$ cat src/rtl/clock_ce_gen_pkg.sv
// Shared definitions for the clock-enable generator: FSM encoding and
// settle counter sizing.
package clock_ce_gen_pkg;

  typedef enum logic [1:0] {
    ST_WAIT_LOCK = 2'd0,
    ST_SETTLE    = 2'd1,
    ST_RUN       = 2'd2
  } state_t;

  // Settle counter must be able to hold LOCK_WAIT-1 down to zero.
  function automatic int settle_cnt_w(input int lock_wait);
    return $clog2(lock_wait + 1);
  endfunction

endpackage

$ cat src/rtl/clock_ce_gen_chan.sv
// One enable channel: config shadows, fractional phase accumulator and
// registered period / mid-period enables.
module clock_ce_gen_chan #(
  parameter int ACC_W = 16
) (
  input  logic             clock,
  input  logic             reset,
  input  logic             i_run,
  input  logic             i_sync,
  input  logic [ACC_W-1:0] i_num,
  input  logic [ACC_W-1:0] i_den,
  output logic             o_ce_p,
  output logic             o_ce_n
);

  logic [ACC_W-1:0] r_num;
  logic [ACC_W-1:0] r_den;
  logic [ACC_W-1:0] r_acc;
  logic             r_ce_p;
  logic             r_ce_n;

  logic [ACC_W-1:0] w_num_nxt;
  logic [ACC_W-1:0] w_den_nxt;
  logic [ACC_W-1:0] w_acc_nxt;
  logic             w_ce_p_nxt;
  logic             w_ce_n_nxt;

  logic [ACC_W:0]   w_sum;
  logic [ACC_W:0]   w_den_x;
  logic [ACC_W:0]   w_half;
  logic [ACC_W-1:0] w_acc_wrap;
  logic             w_idle;
  logic             w_fast;
  logic             w_wrap;
  logic             w_ce_n_ok;
  logic             w_mid;

  // The sum carries one extra bit so acc + num never overflows.
  assign w_sum      = {1'b0, r_acc} + {1'b0, r_num};
  assign w_den_x    = {1'b0, r_den};
  assign w_half     = (w_den_x + {{ACC_W{1'b0}}, 1'b1}) >> 1;
  // Only used when acc < den and num < den, so the true difference fits ACC_W bits.
  assign w_acc_wrap = w_sum[ACC_W-1:0] - r_den;
  assign w_idle     = (r_num == {ACC_W{1'b0}}) || (r_den == {ACC_W{1'b0}});
  assign w_fast     = (r_num >= r_den);
  assign w_wrap     = (w_sum >= w_den_x);
  // A mid-period pulse only makes sense when a period spans two or more steps past half.
  assign w_ce_n_ok  = ({r_num, 1'b0} <= {1'b0, r_den});
  assign w_mid      = w_ce_n_ok && ({1'b0, r_acc} < w_half) && (w_sum >= w_half) && !w_wrap;

  // Next-state for shadows, accumulator and enables; shadows only move when no period is in flight.
  always_comb begin
    w_num_nxt  = r_num;
    w_den_nxt  = r_den;
    w_acc_nxt  = r_acc;
    w_ce_p_nxt = 1'b0;
    w_ce_n_nxt = 1'b0;
    if (!i_run) begin
      w_acc_nxt = {ACC_W{1'b0}};
      w_num_nxt = i_num;
      w_den_nxt = i_den;
    end else if (i_sync) begin
      w_acc_nxt = {ACC_W{1'b0}};
    end else if (w_idle) begin
      w_acc_nxt = {ACC_W{1'b0}};
    end else if (w_fast) begin
      // Every clock is a period boundary; keep phase at zero so a later slower ratio starts clean.
      w_acc_nxt  = {ACC_W{1'b0}};
      w_ce_p_nxt = 1'b1;
      w_num_nxt  = i_num;
      w_den_nxt  = i_den;
    end else if (w_wrap) begin
      w_acc_nxt  = w_acc_wrap;
      w_ce_p_nxt = 1'b1;
      w_num_nxt  = i_num;
      w_den_nxt  = i_den;
    end else begin
      w_acc_nxt  = w_sum[ACC_W-1:0];
      w_ce_n_nxt = w_mid;
    end
  end

  // Channel state and output registers.
  always_ff @(posedge clock or negedge reset) begin
    if (!reset) begin
      r_num  <= {ACC_W{1'b0}};
      r_den  <= {ACC_W{1'b0}};
      r_acc  <= {ACC_W{1'b0}};
      r_ce_p <= 1'b0;
      r_ce_n <= 1'b0;
    end else begin
      r_num  <= w_num_nxt;
      r_den  <= w_den_nxt;
      r_acc  <= w_acc_nxt;
      r_ce_p <= w_ce_p_nxt;
      r_ce_n <= w_ce_n_nxt;
    end
  end

  assign o_ce_p = r_ce_p;
  assign o_ce_n = r_ce_n;

endmodule

$ cat src/rtl/clock_ce_gen.sv
// Multi-channel fractional clock-enable generator. Enables are held off
// until the DCM lock has been stable for LOCK_WAIT clocks.
module clock_ce_gen
  import clock_ce_gen_pkg::*;
#(
  parameter int CHANNELS  = 2,
  parameter int ACC_W     = 16,
  parameter int LOCK_WAIT = 16
) (
  input  logic                      clock,
  input  logic                      reset,
  input  logic                      locked,
  input  logic                      sync,
  input  logic [CHANNELS-1:0]       enable,
  input  logic [CHANNELS*ACC_W-1:0] num,
  input  logic [CHANNELS*ACC_W-1:0] den,
  output logic [CHANNELS-1:0]       ce_p,
  output logic [CHANNELS-1:0]       ce_n,
  output logic                      ready
);

  localparam int             CNT_W    = settle_cnt_w(LOCK_WAIT);
  localparam logic [CNT_W-1:0] CNT_LOAD = CNT_W'(LOCK_WAIT - 1);

  logic               r_lock_meta;
  logic               r_lock_sync;
  state_t             r_state;
  logic [CNT_W-1:0]   r_cnt;
  logic               r_ready;

  state_t             w_state_nxt;
  logic [CNT_W-1:0]   w_cnt_nxt;
  logic               w_ready_nxt;
  logic               w_run;
  logic [CHANNELS-1:0] w_chan_run;

  // Two-flop synchroniser for the asynchronous lock status.
  always_ff @(posedge clock or negedge reset) begin
    if (!reset) begin
      r_lock_meta <= 1'b0;
      r_lock_sync <= 1'b0;
    end else begin
      r_lock_meta <= locked;
      r_lock_sync <= r_lock_meta;
    end
  end

  // Lock FSM next-state: loss of lock wins over every state.
  always_comb begin
    w_state_nxt = r_state;
    w_cnt_nxt   = r_cnt;
    w_ready_nxt = 1'b0;
    if (!r_lock_sync) begin
      w_state_nxt = ST_WAIT_LOCK;
      w_cnt_nxt   = {CNT_W{1'b0}};
    end else begin
      case (r_state)
        ST_WAIT_LOCK: begin
          w_state_nxt = ST_SETTLE;
          w_cnt_nxt   = CNT_LOAD;
        end
        ST_SETTLE: begin
          if (r_cnt == {CNT_W{1'b0}}) begin
            w_state_nxt = ST_RUN;
            w_ready_nxt = 1'b1;
          end else begin
            w_cnt_nxt = r_cnt - {{(CNT_W-1){1'b0}}, 1'b1};
          end
        end
        ST_RUN: begin
          w_ready_nxt = 1'b1;
        end
        default: begin
          w_state_nxt = ST_WAIT_LOCK;
          w_cnt_nxt   = {CNT_W{1'b0}};
        end
      endcase
    end
  end

  // Lock FSM state, settle counter and ready registers.
  always_ff @(posedge clock or negedge reset) begin
    if (!reset) begin
      r_state <= ST_WAIT_LOCK;
      r_cnt   <= {CNT_W{1'b0}};
      r_ready <= 1'b0;
    end else begin
      r_state <= w_state_nxt;
      r_cnt   <= w_cnt_nxt;
      r_ready <= w_ready_nxt;
    end
  end

  // Gating with the synchronised lock makes the channels go quiet on the same edge as ready.
  assign w_run      = (r_state == ST_RUN) && r_lock_sync;
  assign w_chan_run = {CHANNELS{w_run}} & enable;
  assign ready      = r_ready;

  for (genvar k = 0; k < CHANNELS; k++) begin : g_chan
    clock_ce_gen_chan #(
      .ACC_W (ACC_W)
    ) u_chan (
      .clock  (clock),
      .reset  (reset),
      .i_run  (w_chan_run[k]),
      .i_sync (sync),
      .i_num  (num[k*ACC_W +: ACC_W]),
      .i_den  (den[k*ACC_W +: ACC_W]),
      .o_ce_p (ce_p[k]),
      .o_ce_n (ce_n[k])
    );
  end

endmodule

$ cat config.mk
export PLATFORM = sky130hd
export DESIGN_NAME = clock_ce_gen
export DESIGN_NICKNAME = d
export VERILOG_FILES = /design/src/rtl/clock_ce_gen_pkg.sv /design/src/rtl/clock_ce_gen_chan.sv /design/src/rtl/clock_ce_gen.sv
export SDC_FILE = /design/constraint.sdc
export NUM_CORES = 1
export LEC_CHECK = 0
export ABC_AREA = 1
export BUFFER_PORTS_ARGS = -buffer_cell sky130_fd_sc_hd__buf_4
export CORE_MARGIN = 2
export CORE_UTILIZATION = 30
export CTS_BUF_LIST = sky130_fd_sc_hd__clkbuf_4 sky130_fd_sc_hd__clkbuf_8 sky130_fd_sc_hd__clkbuf_16
export DETAILED_ROUTE_END_ITERATION = 8
export GPL_TIMING_DRIVEN = 0
export PLACE_DENSITY_LB_ADDON = 0.2
export SLEW_MARGIN = 20
export SYNTH_ARGS = -nofsm -noshare
export SYNTH_HDL_FRONTEND = slang
export SYNTH_SLANG_ARGS = --single-unit
$ cat constraint.sdc
create_clock -name clock -period 3.11 [get_ports clock]
set_input_delay 0.622 -clock clock [delete_from_list [all_inputs] [get_ports clock]]
set_output_delay 0.622 -clock clock [all_outputs]
set_load 0.05 [all_outputs]
; ---- Yosys cells after proc, flatten, opt, wreduce, memory -nomap -nowiden
; Cells that the tools add are included.
[classes]
add_sub_neg = 7
multipliers = 0
n_div = 0
order_cmp = 10
n_eq_ne = 11
shift = 0
muxes = 59
bitwise = 1
n_reduce_logical = 21
[ops]
columns = op, count
row1 = $mux 16, 30
row2 = $ge 17x16->1, 4
row3 = $logic_not 16->1, 4
row4 = $add 16x1->17 const B, 2
row5 = $add 16x16->17, 2
row6 = $le 17x16->1, 2
row7 = $ge 16x16->1, 2
row8 = $lt 16x16->1, 2
row9 = $sub 16x16->16, 2
row10 = $mux 1, 22
row11 = $pmux 5 s3, 1
row12 = $mux 5, 2
row13 = $ne 2x2->1 const B, 5
row14 = $logic_and 1x1->1, 7
row15 = $ne 3x1->1 const B, 2
row16 = $ne 3x3->1 const B, 2
row17 = $pmux 2 s3, 1
row18 = $reduce_and 3->1, 2
row19 = $logic_not 5->1, 1
row20 = $sub 5x1->5 const B, 1
row21 = $mux 2, 2
row22 = $reduce_and 2->1, 2
row23 = $and 2x2->2, 1
row24 = $eq 2x1->1 const B, 1
row25 = other kinds (5), 7
[totals]
reg_bits = 110
latch_bits = 0
ramBits = 0
rom_bits = 0
inputBits = 70
out_inout_bits = 5
mem_count = 0

; ---- Depth between registers and ports, before layout
; Gate-level depths: netlist of the first run.
[depth]
depth_word = 10
ltp_mapped = 22

; ---- Hierarchy
; From an unflattened synthesis of the first run, not the netlist that was laid out.
[hier_totals]
hier_cells = 1541
area_unflattened_um2 = 11277.1
[by_module_without_submodules]
columns = mod, instances, cells_per_inst, area_per_inst_um2, seq_area_each_um2
row1 = clock_ce_gen_chan at g_chan[0].u_chan, 1, 771, 5531.6, 1251.2
row2 = clock_ce_gen_chan at g_chan[1].u_chan, 1, 699, 5186.2, 1251.2
row3 = clock_ce_gen, 1, 71, 559.3, 250.2

; ---- Worst setup path before layout of the first run
; OpenSTA, ideal clock, no wires.
[synth_timing]
kind = reg-to-reg
startpoint = register g_chan[0].u_chan.r_num[0]
endpoint = register g_chan[0].u_chan.r_den[0]
t_arrival_ns = 3.304
t_required_ns = 2.993
path_slack_ns = -0.311
stages_incl_launch_ff = 22
n_path_buf = 1
synth_period_minus_slack_ns = 3.421
path_cell_list = dfrtp_1 ha_1 fa_1 nand3_1 nand3_1 nand4_1 nand2_1 a21oi_1 xor2_1 inv_1 ha_1 a21oi_1 o21ai_0 a21oi_1 nand2_1 nand2_1 nand2_2 o21ai_4 nand2_4 buf_6 nand2_1 nand2_1
[synth_via]
elab_chain_len = 5
[synth_lines]
columns = item, line_no
row1 = from (decl), clock_ce_gen_chan.sv:16  ; logic [ACC_W-1:0] r_num;
row2 = from (signal assigned), clock_ce_gen_chan.sv:86  ; r_num <= {ACC_W{1'b0}};
row3 = from (signal assigned), clock_ce_gen_chan.sv:92  ; r_num <= w_num_nxt;
row4 = "parallel branches: the longest is 5 deep, another holds $add 16x16->17", -
row5 = to (signal assigned), clock_ce_gen_chan.sv:87  ; r_den <= {ACC_W{1'b0}};
row6 = to (signal assigned), clock_ce_gen_chan.sv:93  ; r_den <= w_den_nxt;
row7 = to (decl), clock_ce_gen_chan.sv:17  ; logic [ACC_W-1:0] r_den;
; Several ways; the timed one is not identified. The select of a mux whose other input is x is not followed.
; A chain may end at the register's enable or synchronous reset.

; ---- Worst setup path in the final report of the first run
[layout_timing]
startpoint = register g_chan[1].u_chan.r_num[0]
endpoint = register g_chan[1].u_chan.r_den[3]
[layout_via]
elab_chain_len = 5
[layout_lines]
columns = item, line_no
row1 = from (decl), clock_ce_gen_chan.sv:16
row2 = from (signal assigned), clock_ce_gen_chan.sv:86
row3 = from (signal assigned), clock_ce_gen_chan.sv:92
row4 = "parallel branches: the longest is 5 deep, another holds $add 16x16->17", -
row5 = to (signal assigned), clock_ce_gen_chan.sv:87
row6 = to (signal assigned), clock_ce_gen_chan.sv:93
row7 = to (decl), clock_ce_gen_chan.sv:17
; Several ways; the timed one is not identified. The select of a mux whose other input is x is not followed.

==> results of run 1 <==
-- through the flow --
stage	area [µm²]	TNS, ns
2_1_floorplan	11100	-12.87
3_5_place_dp	12300	-83.26
6_report	14400	-48.23
3_3_place_gp	12300	-82.03
4_1_cts	13400	-42.56
5_1_grt	14400	-68.99
-- synth_stat cells (10+ instances only) --
cell type  count  area, µm²
xor2_1        51        447
buf_4         10       75.1
ha_1         198       2480
a21oi_1      121        606
a211oi_1      11       82.6
o21ai_0       58        290
nor2_1       118        443
nand4_1       23        144
dfrtp_1      110       2750
a21o_1        13       97.6
inv_1        143        537
xnor2_1       17        149
nor3_1        19       95.1
nand3_1      127        636
nand2_1      383       1440
-- cells in the final DEF, fill, tap and decap left out, drive strengths merged --
cell type,instances
o211ai,6
a41oi,1
a21o,13
inv,148
o21ai,63
buf,154
o21a,7
clkinvlp,2
nor2,122
a31o,1
a21oi,123
nand3,128
a221oi,2
xor2,51
or2,5
o2111ai,1
a211oi,11
nor3,23
o31ai,1
nand2,387
nand4,23
xnor2,17
nand3b,3
bufbuf,1
dfrtp,110
or3,1
a31oi,3
clkbuf,20
o21bai,7
nor3b,1
a21boi,3
fa,4
o22ai,1
nor4,10
ha,198
clkinv,5
-- repair_timing --
item	in CTS	in global routing
pin swaps	33	36
hold buffers	0	0
setup buffers	28	27
resized for setup	134	189
gates cloned	5	6
endpoints found under the setup margin	100	100
-- logic make-up after synthesis --
| group | share of synthesized area [%] |
|---|---|
| simple gates | 27.1 |
| fa+ha+maj | 23.1 |
| compound gates | 12.6 |
| flops | 24.8 |
| buf+inv | 6.99 |
| xor+xnor | 5.37 |
-- worst max-delay path by stage --
stage	start	endpoint	depth (start not counted)
after floorplan	g_chan[1].u_chan.r_num[0]	g_chan[1].u_chan.r_den[0]	21
after global placement	g_chan[1].u_chan.r_num[0]	g_chan[1].u_chan.r_num[9]	21
after detailed placement	g_chan[1].u_chan.r_num[0]	g_chan[1].u_chan.r_num[7]	21
after CTS	g_chan[1].u_chan.r_num[0]	g_chan[1].u_chan.r_den[9]	21
after global routing	g_chan[1].u_chan.r_num[0]	g_chan[1].u_chan.r_num[0]	21
final	g_chan[1].u_chan.r_num[0]	g_chan[1].u_chan.r_den[3]	21
-- worst max-delay path, delay by kind of cell, from the launching register on --
kind | cells | cell delay (ns)
and+or+nand+nor | 10 | 0.88
adders and majority gates | 3 | 0.82
xor gates and xnor gates | 1 | 0.28
buffers and inverters | 1 | 0.21
DFF | 1 | 0.45
AOI/OAI and AO/OA | 6 | 0.98
-- layout make-up --
| cell class | count | area [µm²] |
|---|---|---|
| flip-flops and latches | 110 | 2780 |
| well taps | 468 | 586 |
| clock buffers | 10 | 239 |
| clock inverters | 4 | 25.0 |
| repair buffers | 140 | 1240 |
| inverters | 151 | 567 |
| fillers | 3758 | 22100 |
| multi-input cells | 1216 | 8730 |
| plain buffers | 25 | 226 |
-- sequential cells by signal, summed over array words and instances, names as in the netlist --
name	count
g_chan.u_chan.o_ce_n	2
g_chan.u_chan.o_ce_p	2
g_chan.u_chan.r_acc	32
g_chan.u_chan.r_den	32
g_chan.u_chan.r_num	32
r_cnt	5
r_lock_meta	1
r_lock_sync	1
r_state	2
ready	1
-- per-layer routing --
layer,wire length [µm],part of all wire (%)
met3,746,2.1
met1,15700,44
met2,18700,52
met4,979,2.7
met5,0,0
-- power groups by stage --
stage          registers [µW]  clock network [µW]  logic (µW)
6_report                 1760                1130        3140
2_1_floorplan            1700                   0        1810
3_3_place_gp             1780                   0        2430
4_1_cts                  1760                1170        2780
3_5_place_dp             1780                   0        2470
5_1_grt                  1780                1220        3520
==> impl_results.md, run 1 <==
- Fmax: 267 MHz
- Met3 Use GR: 2.08%
- Clock Sinks: 110
- H-tree levels: 3
- Number of CTS-inserted buffers: 9
- Mapped Area: 11,100 µm²
- Status: finished, violations left
- Placement Rows: 70
- Starting Density: 30.3%
- Non-Filler Instances: 2,124
- Via total after detailed routing: 10,600
- # DRC: 0
- Worst EP required: 3.38 ns
- Pre-CTS worst setup slack: -1.05 ns
- Worst skew pair latency: 0.38 ns
- GRT overflow: 0
- Worst setup EP type: register
- Crit-path max cell delay: 0.45 ns
- Ys async rst share: 100%
- Crit path arrival time: 4.02 ns
- Synth cell types: 48
- Clk buf depth: 2
- Core area: 36,500 µm²
- Max Fanout on Critical Path: 7
- Internal cell power: 3430 µW
- Total Power: 6030 µW
- Port bufs: 74
- Syn_area_per_cell: 7.36 µm²
- Crit path cell chain: ha_4 -> fa_2 -> nand3_2 -> nand2_2 -> nand2_2 -> nand3_4 -> a21o_1 -> a21oi_2 -> xor2_2 -> ha_4 -> a21oi_2 -> o21ai_1 -> a21oi_1 -> nand2_1 -> nand2_2 -> nand2_4 -> o21ai_4 -> nand2_4 -> clkbuf_16 -> nand2_2 -> nand2_1
- # IOs: 75
- RR Endpoint: g_chan[1].u_chan.r_den[3]
- Failing checks: setup timing
- Worst hold slack: 0.150 ns
- Met1 usage: 22.7%
- Via-to-Cell Ratio: 5.00
- Pwr/cell area: 419 nW/µm²
- Slew HR: 56.6%
- Tcrit/Tclk final: 121%
- Busiest grt layer: met2
- Mapped Cells: 1,505
- Setup violators final: 100
- Critical Path Slowest Stage Cell: dfrtp_2
- Post-synth EDFFs: 0
- GRT met2 Usage: 35.2%
- CTS Root Buffer Type: clkbuf_16
- First-pass GRT wire length: 56,500 µm
- Clk pin slew, worst setup/hold paths: 0.07 ns
- Largest net degree at the start of global routing: 72
- Area growth syn-to-layout: 29.9%
- WS Path Type: reg -> reg
- Cell repeated most along the worst path: nand2_2
- Gpl congestion: 0.904
- Clock skew: 0.0152 ns
- Initial antenna violation count: 0
- Ys Warns: 0
- Vias in the first global route: 10,800
- Worst Tran Pin Value: 0.650 ns
- Worst IR drop on VDD: 0.338 mV
- Syn_nets: 1,777
- Routed WL: 36,100 µm
- 1st-iter DRT viols: 417
- Placed instance count: 2,048
- Combinational Power Share: 52.1%
- R2R setup slack: -0.64 ns
- Fin util: 39.4%
- Register area share after synthesis: 24.8%
- Leakage power: 0.00716 µW
- Sequential power share: 29.2%
- Min-Delay Path Class: in -> async
- Tmin final: 3.75 ns
- RR Startpoint: g_chan[1].u_chan.r_num[0]
- CTS tree: yes
- Final Hold Viols: 0
- # diodes: 0
- Gr usage total: 18.9%
- Switching Power: 2600 µW
- Switching share of total power: 43.1%
- Antenna viol nets, final: 0
- Drt pass-1 iters: 5
- Full die area: 38,500 µm²
- Synth Flop Type: dfrtp_1
- Worst Slack Setup Final: -0.642 ns
- Die width: 196 µm
- Clock power frac: 18.7%
- CP startpoint kind: register
- Post-DP HPWL: 28,800 µm
- Nets: 1,925
- Worst-case reg-to-reg path depth: 21
- RSZ-0062 raised after global routing: yes
- Wire length per cell: 17.0 µm
- Register bit total from synthesis: 110
- Die Height: 196 µm
- MaxCap Viol Count: 0
- Slew Viols, Final: 0
- Layout cells sized above 1: 26.8%
Power figures use the tool's default switching activity.
==> run 2, diff against run 1 <==
- CTS_BUF_LIST: sky130_fd_sc_hd__clkbuf_4 sky130_fd_sc_hd__clkbuf_8 sky130_fd_sc_hd__clkbuf_16 -> not set
- REMOVE_ABC_BUFFERS: not set -> 1
==> impl_results.md, run 2 (synthesis gave the netlist of run 1 again) <==
- Wire length per cell: 17.4 µm
- Worst skew pair latency: 0.39 ns
- GRT overflow: 0
- Via-to-Cell Ratio: 5.05
- Post-route setup TNS: -44.56 ns
- Leakage power: 0.00737 µW
- Layout cells sized above 1: 29.0%
- First-pass GRT wire length: 58,300 µm
- 1st-iter DRT viols: 419
- Post-cts hold buffer count: 0
- Via total after detailed routing: 10,900
- Largest registers: g_chan.u_chan.r_acc: 32 flops, g_chan.u_chan.r_den: 32 flops, g_chan.u_chan.r_num: 32 flops
- Placement Rows: 70
- Slew Viols, Final: 0
- Min-Delay Path Class: in -> async
- Port bufs: 74
- Multi-input gate area: 9200 µm²
- Pwr/cell area: 437 nW/µm²
- Core area: 36,500 µm²
- Initial antenna violation count: 0
- Worst Slack Setup Final: -0.544 ns
- Tcrit/Tclk final: 118%
- # DRC: 0
- Failing checks: setup timing
- Tmin final: 3.65 ns
- Placed instance count: 2,020
- Worst hold slack: 0.140 ns
- Starting Density: 30.3%
- Vias in the first global route: 11,200
- H-tree levels: 3
- R2R setup slack: -0.54 ns
- Worst setup EP type: register
- FF+latch area: 2780 µm²
- Clock skew: 0.0115 ns
- Die width: 196 µm
- Post-DP HPWL: 26,500 µm
- Status: finished, violations left
- Die Height: 196 µm
- Full die area: 38,500 µm²
- Leading cell types in the layout, fill and taps excluded: nand2_1 (302), ha_1 (172), buf_4 (146)
- Gr usage total: 19.5%
- Non-Filler Instances: 2,151
- Fin util: 41.2%
- Drt pass-1 iters: 5
- Worst EP required: 3.43 ns
- Largest net degree at the start of global routing: 74
- Worst Tran Pin Value: 1.17 ns
- Area growth syn-to-layout: 35.7%
- Clock Sinks: 110
- Commonest non-fill, non-tap cell in the layout: nand2_1
- Fillers: 3,673
- Max Fanout on Critical Path: 7
- WS Path Type: reg -> reg
- Worst IR drop on VDD: 0.327 mV
- Fmax: 274 MHz
- Setup violators final: 100
- MaxCap Viol Count: 0
- CTS Root Buffer Type: clkbuf_16
- Slew HR: 21.7%
- CP startpoint kind: register
- CTS tree: yes
- Clk buf depth: 2
- # IOs: 75
- Nets: 1,950
- Antenna viol nets, final: 0
- Final Hold Viols: 0
- Clk pin slew, worst setup/hold paths: 0.08 ns
- Routed WL: 37,500 µm
- Number of CTS-inserted buffers: 9
- Gpl congestion: 0.869
- Crit path arrival time: 3.98 ns
- # diodes: 0
- RSZ-0062 raised after global routing: yes
[run 2: final timing paths]
path / startpoint / to / cells past startpoint
min in group clock: locked / r_lock_meta / 1
setup / recovery: g_chan[1].u_chan.r_num[0] / g_chan[1].u_chan.r_num[15] / 23
hold reg to reg: r_lock_meta / r_lock_sync / 0
setup reg to reg: g_chan[1].u_chan.r_num[0] / g_chan[1].u_chan.r_num[15] / 23
hold / removal: reset / g_chan[1].u_chan.r_acc[0] / 1
max in group asynchronous: reset / g_chan[0].u_chan.r_num[4] / 2
[run 2: metal layers]
metal  track usage (%)  wire [µm]  up-vias
met5                 0          0        -
met4              7.88       1580        0
met3              2.34        793       69
met2              36.8      19500      178
met1              22.2      15700     5172
li1                  -          -     5447
[run 2: power by group]
part           switching [µW]  internal [µW]  total, µW
sequential                194           1560       1750
clock                     609            713       1320
combinational            2030           1470       3500
total                    2830           3740       6570
[run 2: critical path, stage by stage, from the launching register on]
cell and delay (ns):
dfrtp_2 0.44, ha_4 0.17, fa_2 0.35, nand3_2 0.07
nand2_2 0.06, nand2_2 0.08, nand3_4 0.08, buf_6 0.14
a31oi_4 0.15, xor2_2 0.20, inv_2 0.09, ha_4 0.28
a21oi_4 0.17, o21ai_4 0.08, a21oi_2 0.14, nand2_2 0.09
nand2_4 0.10, nand2_8 0.06, buf_6 0.12, buf_6 0.12
o21ai_4 0.21, buf_6 0.20, nand3_2 0.06, nand2_1 0.10
[run 2: timing repair]
item                                    in CTS  in global routing
pin swaps                                   88                 89
gates cloned                                15                  2
resized for setup                          248                153
buffers inserted                            77                 33
endpoints found under the setup margin     100                100
hold endpoints to repair                     0                  0
[run 2: area by class of cell]
type | instances | area share [%]
flip-flops and latches | 110 | 18.5
clock inverters | 6 | 0.624
inverters | 151 | 3.82
well taps | 468 | 3.89
clock buffers | 10 | 1.52
multi-input cells | 1228 | 61.2
repair buffers | 178 | 10.5
[run 2: stage by stage]
| step | instance area [µm²] | total power [µW] | setup slack [ns] |
|---|---|---|---|
| global route | 15000 | 7070 | -0.720 |
| global placement | 12000 | 4080 | -2.25 |
| finish | 15000 | 6570 | -0.544 |
| CTS | 14200 | 6290 | -0.637 |
| floorplan | 10900 | 3420 | -0.965 |
| detailed placement | 12000 | 4120 | -2.34 |
